--- config.mk ---
export PLATFORM = sky130hd
export DESIGN_NAME = sc_s2b_window
export DESIGN_NICKNAME = d
export VERILOG_FILES = /design/src/rtl/sc_s2b_pkg.sv /design/src/rtl/sc_en_cnt.sv /design/src/rtl/sc_s2b_window.sv
export SDC_FILE = /design/constraint.sdc
export NUM_CORES = 1
export LEC_CHECK = 0
export CORE_ASPECT_RATIO = 0.5
export CORE_MARGIN = 2
export CORE_UTILIZATION = 35
export DETAILED_ROUTE_END_ITERATION = 10
export GPL_TIMING_DRIVEN = 0
export MAX_ROUTING_LAYER = met4
export SLEW_MARGIN = 20
export SYNTH_ARGS = -nofsm -noshare
export SYNTH_HDL_FRONTEND = slang
export SYNTH_SLANG_ARGS = --single-unit
--- constraint.sdc ---
create_clock -name clk -period 3.6 [get_ports clk]
set_input_delay 0.72 -clock clk [delete_from_list [all_inputs] [get_ports clk]]
set_output_delay 0.72 -clock clk [all_outputs]
set_load 0.01 [all_outputs]
--- src/rtl/sc_s2b_pkg.sv ---
// Shared types and helpers for the windowed stochastic-to-binary converter.
package sc_s2b_pkg;

  typedef enum logic [1:0] {
    IDLE = 2'd0,
    WARM = 2'd1,
    ACC  = 2'd2
  } state_t;

  localparam int MAX_LOG_LEN = 16;
  localparam int MAX_DW      = MAX_LOG_LEN + 2;

  // 2*ones - 2^log_len at the widest legal size; callers truncate to their DW.
  function automatic logic [MAX_DW-1:0] bipolar_val(input logic [MAX_LOG_LEN:0] ones,
                                                    input int log_len);
    logic [MAX_DW-1:0] twice;
    logic [MAX_DW-1:0] bias;
    twice = {ones, 1'b0};
    bias  = MAX_DW'(1) << log_len;
    return twice - bias;
  endfunction

endpackage

--- src/rtl/sc_en_cnt.sv ---
// Enable-gated up-counter with synchronous clear (clear wins) and async reset.
module sc_en_cnt #(
  parameter int W = 8
) (
  input  logic         clk,
  input  logic         rst_n,
  input  logic         clr,
  input  logic         en,
  output logic [W-1:0] cnt
);

  always_ff @(posedge clk or negedge rst_n) begin
    if (!rst_n)   cnt <= '0;
    else if (clr) cnt <= '0;
    else if (en)  cnt <= cnt + W'(1);
  end

endmodule

--- src/rtl/sc_s2b_window.sv ---
// Counts ones over a 2^LOG_LEN window of accepted bits after a warm-up discard,
// and reports the result in unipolar or bipolar form with a one-cycle valid.
module sc_s2b_window
  import sc_s2b_pkg::*;
#(
  parameter  int LOG_LEN = 8,
  parameter  int WARMUP  = 4,
  parameter  int BIPOLAR = 1,
  localparam int DW      = LOG_LEN + 2
) (
  input  logic          clk,
  input  logic          rst_n,
  input  logic          start,
  input  logic          in,
  input  logic          in_vld,
  output logic          busy,
  output logic [DW-1:0] dout,
  output logic          dout_vld
);

  localparam int            CW        = LOG_LEN + 1;
  localparam logic [7:0]    WARM_LAST = 8'((WARMUP > 0) ? WARMUP - 1 : 0);
  localparam logic [CW-1:0] WIN_LAST  = {1'b0, {LOG_LEN{1'b1}}};

  state_t        state_reg, state_next;
  logic          busy_reg, dout_vld_reg;
  logic [DW-1:0] dout_reg, dout_next;
  logic [7:0]    warm_cnt;
  logic [CW-1:0] win_cnt, ones_cnt, ones_inc;
  logic          start_acc, warm_en, acc_en, last;

  assign start_acc = (state_reg == IDLE) && start;
  assign warm_en   = (state_reg == WARM) && in_vld;
  assign acc_en    = (state_reg == ACC) && in_vld;
  // Window counter MSB would set on this edge: the current bit closes the window.
  assign last      = acc_en && (win_cnt == WIN_LAST);
  assign ones_inc  = ones_cnt + CW'(in);

  sc_en_cnt #(.W(8)) u_warm_cnt (
    .clk(clk), .rst_n(rst_n), .clr(start_acc), .en(warm_en), .cnt(warm_cnt)
  );

  sc_en_cnt #(.W(CW)) u_win_cnt (
    .clk(clk), .rst_n(rst_n), .clr(start_acc), .en(acc_en), .cnt(win_cnt)
  );

  sc_en_cnt #(.W(CW)) u_ones_cnt (
    .clk(clk), .rst_n(rst_n), .clr(start_acc), .en(acc_en && in), .cnt(ones_cnt)
  );

  always_comb begin
    state_next = state_reg;
    dout_next  = DW'(ones_inc);
    if (BIPOLAR != 0) dout_next = DW'(bipolar_val(17'(ones_inc), LOG_LEN));
    case (state_reg)
      IDLE: if (start) state_next = (WARMUP > 0) ? WARM : ACC;
      WARM: if (warm_en && (warm_cnt == WARM_LAST)) state_next = ACC;
      ACC:  if (last) state_next = IDLE;
      default: state_next = IDLE;
    endcase
  end

  always_ff @(posedge clk or negedge rst_n) begin
    if (!rst_n) begin
      state_reg    <= IDLE;
      busy_reg     <= 1'b0;
      dout_reg     <= '0;
      dout_vld_reg <= 1'b0;
    end else begin
      state_reg    <= state_next;
      busy_reg     <= (state_next != IDLE);
      dout_vld_reg <= last;
      if (last) dout_reg <= dout_next;
    end
  end

  assign busy     = busy_reg;
  assign dout     = dout_reg;
  assign dout_vld = dout_vld_reg;

endmodule

== After elaboration in Yosys (flattened, before gate mapping) ==
Cells that the tools add are included.
Widths: inputs -> output; s select.

* $add $sub $neg: 5
* Muxes and demuxes: 10
* Reduce and logical (&&, ||, !) cells: 11
* Eq/ne operators: 4

{| class="wikitable"
|+ Operator list
! cell !! count
|-
| $mux 9 || 4
|-
| $add 9x1->9 const B || 2
|-
| $mux 8 || 2
|-
| $sub 10x9->10 const B || 1
|-
| $add 9x1->9 || 1
|-
| $eq 9x8->1 const B || 1
|-
| $add 8x1->8 const B || 1
|-
| $eq 8x2->1 const B || 1
|-
| $reduce_bool 2->1 || 4
|-
| $logic_and 1x1->1 || 6
|-
| $mux 2 || 3
|-
| $pmux 2 s3 || 1
|-
| $eq 2x1->1 const B || 1
|-
| $eq 2x2->1 const B || 1
|-
| $logic_not 2->1 || 1
|}

* Input bits: 5
* Register bits after elaboration: 40
* Output and inout port bits: 12
* Word-level logic and storage cells: 37

== Longest topological paths before layout ==
* Word-level depth: 6
* Gate-level depth with buffers: 8
* Mapped depth without buffers: 7

== Modules after synthesis ==
Synthesis repeated with hierarchy kept, for this count alone.

* Cells, all modules: 198
* Area total of the unflattened synthesis: 2092.0 µm²

{| class="wikitable"
|+ By module, submodules not included
! module !! times used !! area an instance (µm²) !! sequential area each (µm²) !! cells an instance
|-
| sc_en_cnt at u_ones_cnt ... || 2 || 459.2 || 225.2 || 43
|-
| sc_s2b_window || 1 || 777.0 || 325.3 || 75
|-
| sc_en_cnt at u_warm_cnt || 1 || 396.6 || 200.2 || 37
|}

== Worst setup path after synthesis ==
OpenSTA, ideal clock, no wires.

* Kind: input -> register
* Start: input in
* End: register dout_reg[9], in the netlist dout[9]
* Path slack: 1.707 ns
* Required time: 3.508 ns
* Buffers on the path: 0
* Library setup time: 0.092 ns
* Stages on the path: 6
* Arrival time: 1.801 ns
* Cells stage by stage: ha_1 ha_1 nand3_1 o21a_1 o211a_1 o31ai_2

* Longest elaborated chain between the ends: 2

{| class="wikitable"
|+ RTL lines
! item !! line !! RTL
|-
| from (decl) || sc_s2b_window.sv:14 || <nowiki>input logic in,</nowiki>
|-
| $add 9x1->9 || sc_s2b_window.sv:37 || <nowiki>assign ones_inc = ones_cnt + CW'(in);</nowiki>
|-
| $sub 10x9->10 || sc_s2b_pkg.sv:20 || <nowiki>return twice - bias;</nowiki>
|-
| to (signal assigned) || sc_s2b_window.sv:73 || <nowiki>if (last) dout_reg <= dout_next;</nowiki>
|-
| to (decl) || sc_s2b_window.sv:27 || <nowiki>logic [DW-1:0] dout_reg, dout_next;</nowiki>
|}

No other way between the ends.
A chain may end at the register's enable or synchronous reset.

== Final worst setup path ==
Same ends and word-level chain as after synthesis.

==> flow_metrics.py <==
metrics = {
    "power": {
        "power_switching_mw": 0.351,
        "p_clk_frac": 0.400,
        "switching_share": 0.273,
        "power_leakage_nw": 1.05,
        "ir_drop_mv": 0.203,
        "report.power.total_mw": 1.29,
        "comb_power_share": 0.194,
        "intPower_mw": 0.936,
        "power_density_nw_per_um2": 537,
        "seqPwrFrac": 0.406,
    },
    "clock_network": {
        "clock-sinks": 39,
        "cts-resized-gates": 0,
        "cts.reportedPaths.clkPinSlew_ns": 0.06,
        "post_cts_buffers": 0,
        "clk_path_buf_depth": 2,
        "root_buffer": "clkbuf_16",
        "numCtsBuffers": 5,
        "cts_hold_buf": 0,
        "htreeDepth": 2,
        "worstSkewPairLatency_ns": 0.28,
        "cts_tree": "done",
    },
    "yosys": {
        "ys.warnings.count": 0,
        "synth_top_area_cell": "dfrtp_1",
        "ys_types": 44,
        "synth_area_sq_um": 1970,
        "synth-xor-area-share": 0.0977,
        "synth_area_leaders": "dfrtp_1, xnor2_1, nor2_1",
        "synthAdderAreaFrac": 0.0380,
        "ys_seq_elements": 39,
        "synth_top_area_frac": 0.495,
        "yosysSeqAreaShare": 0.495,
        "syn_nets": 205,
        "synth-simple-area-share": 0.215,
        "synth_top_family_by_area": "simple AND/OR/NAND/NOR gates",
        "ys.flop_type": "dfrtp_1",
        "synth_edf_count": 0,
        "synthCells": 194,
        "synth_compound_area_frac": 0.0996,
        "ys_async_sr_fraction": 1.00,
        "synthMuxAreaShare": 0.0165,
        "avgSynthCellArea_sq_um": 10.2,
    },
    "layout": {
        "filler_cell_count": 521,
        "drive_gt1_frac": 0.134,
        "nNetsFinal": 227,
        "post-route-util": 0.438,
        "fin_area_sq_um": 2390,
        "syn2layout_area_growth_pct": 21.3,
        "antenna_cells": 0,
    },
    "floorplan": {
        "start_util": 0.361,
        "dieWidth_um": 110,
        "row_count": 19,
        "die_height_um": 57.1,
        "io_pins": 17,
        "dieArea_sq_um": 6290,
        "core_area_sq_um": 5470,
    },
    "setup_path": {
        "crit_type": "input port to flop",
        "crit_top_cell": "ha_1",
        "crit_chain": "clkdlybuf4s50_1, ha_1, ha_1, nand3_1, o21a_1, o211a_1, o31ai_2",
        "cpMaxStageDelayCell": "clkdlybuf4s50_1",
        "crit_buf_inv": 1,
        "crit_family": "compound AO/OA/AOI/OAI gates",
        "path_max_fanout": 4,
        "required_ns": 3.79,
        "cp-end-kind": "flop",
        "start_kind": "input port",
        "arrival_ns": 2.52,
        "cpPeakStageDelay_ns": 0.55,
    },
    "sta": {
        "period_share": 0.649,
        "drv_slew": 0,
        "tns_ns": 0,
        "hold_viol_final": 0,
        "holdWs_ns": 0.301,
        "fin_skew_ns": 0.00509,
        "fmax_ghz": 0.428,
        "finalCriticalPeriod_ns": 2.33,
        "slew_headroom": 0.632,
        "setup_viol": 0,
        "worst_slew_pin_slew_ns": 0.552,
        "rsz0062_at_grt": "no",
    },
    "placed_design": {
        "gpl.final_weighted_congestion": 0.891,
        "port_buffers": 14,
        "placed_area_sq_um": 2220,
        "place_hpwl_um": 2640,
    },
    "drt": {
        "drt-pass1-iter-count": 4,
        "drt_iter0_drc": 114,
        "wl_per_cell_um": 12.6,
        "vias": 1436,
        "postRouteAntennaNets": 0,
        "drc": 0,
        "wirelength_um": 3670,
        "vias_per_cell": 4.95,
    },
    "global_route": {
        "grtUsageTotal": 0.136,
        "grt_pass1_wl_um": 6410,
        "grt_pass1_vias": 1381,
        "grt_max_degree": 31,
        "antenna_found_initial": 0,
        "overflow": 0,
    },
    "flow_run": {
        "maxCapViolations": 0,
    },
    "min_path": {
        "min_path_type": "input port to asynchronous set/reset pin",
    },
    "outcome": {
        "status": "finished, final reports clean",
    },
}
worst paths after layout:
kind                            to  slack (ns)               from  cells past startpoint
setup / recovery           dout[9]        1.27                 in                      7
hold / removal             dout[5]        0.30              rst_n                      1
setup reg to reg           dout[9]        1.84  u_ones_cnt.cnt[0]                      6
hold reg to reg            dout[6]        0.48            dout[6]                      2
max in group asynchronous     busy        2.86              rst_n                      2
min in group clk           dout[6]        0.48            dout[6]                      2
power groups by stage:
stage               Clock, mW  Combinational, mW  Sequential (mW)
floorplan                   0              0.181            0.523
global placement            0              0.244            0.526
detailed placement          0              0.252            0.530
CTS                     0.525              0.255            0.523
global route            0.546              0.284            0.531
finish                  0.514              0.250            0.523
through the flow:
step	cells	setup WS, ns
after CTS	290	1.24
after global routing	290	1.12
after floorplan	194	1.71
after detailed placement	282	0.953
after global placement	281	0.840
final	290	1.27
cell families after synthesis:
logic type                 after synthesis
AOI/OAI and AO/OA                       29
and+or+nand+nor                         80
buffers and inverters                   14
DFF                                     39
muxes                                    3
other                                    1
adders and majority gates                6
xor gates and xnor gates                22
layout make-up:
class | count | area [sq um] | area share
buffer | 9 | 53.8 | 0.0225
clock buffer | 6 | 139 | 0.0580
clock inverter | 2 | 35.0 | 0.0146
inverter | 5 | 18.8 | 0.00784
multi-input combinational | 141 | 925 | 0.386
sequential | 39 | 976 | 0.408
tap | 73 | 91.3 | 0.0382
timing repair buffer | 15 | 155 | 0.0648
cells in the mapped netlist, types with 3 or more instances:
master / number
o21ai_0: 11
dfrtp_1: 39
a21oi_1: 5
nand4_1: 6
ha_1: 6
nor2_1: 22
xor2_1: 8
buf_2: 3
xnor2_1: 14
inv_1: 5
nor3_1: 8
nand2_1: 16
nor4_1: 3
a22o_1: 3
nand3_1: 9
or3_1: 3
layout by cell type, fill, tap and decap left out, drive strengths merged, types with 3 or more instances in the layout:
| cell | synthesis | routed |
|---|---|---|
| xor2 | 8 | 8 |
| dfrtp | 39 | 39 |
| or3 | 5 | 5 |
| buf | 6 | 8 |
| nand2 | 17 | 17 |
| o21ai | 11 | 11 |
| inv | 5 | 5 |
| ha | 6 | 6 |
| clkdlybuf4s50 | 0 | 13 |
| nor3 | 8 | 8 |
| a22o | 3 | 3 |
| nand3 | 10 | 10 |
| clkbuf | 3 | 9 |
| xnor2 | 14 | 14 |
| nor4 | 3 | 3 |
| nand4 | 6 | 6 |
| a21oi | 5 | 5 |
| nor2 | 22 | 22 |
per-layer routing:
layer | global-route usage | vias up | part of all wire
met5 | - | - | 0
met4 | 0.0482 | 0 | 0.015
met3 | 0.0240 | 7 | 0.024
met2 | 0.220 | 16 | 0.47
met1 | 0.172 | 691 | 0.49
li1 | - | 722 | -
(Power assumes the default switching activity.)
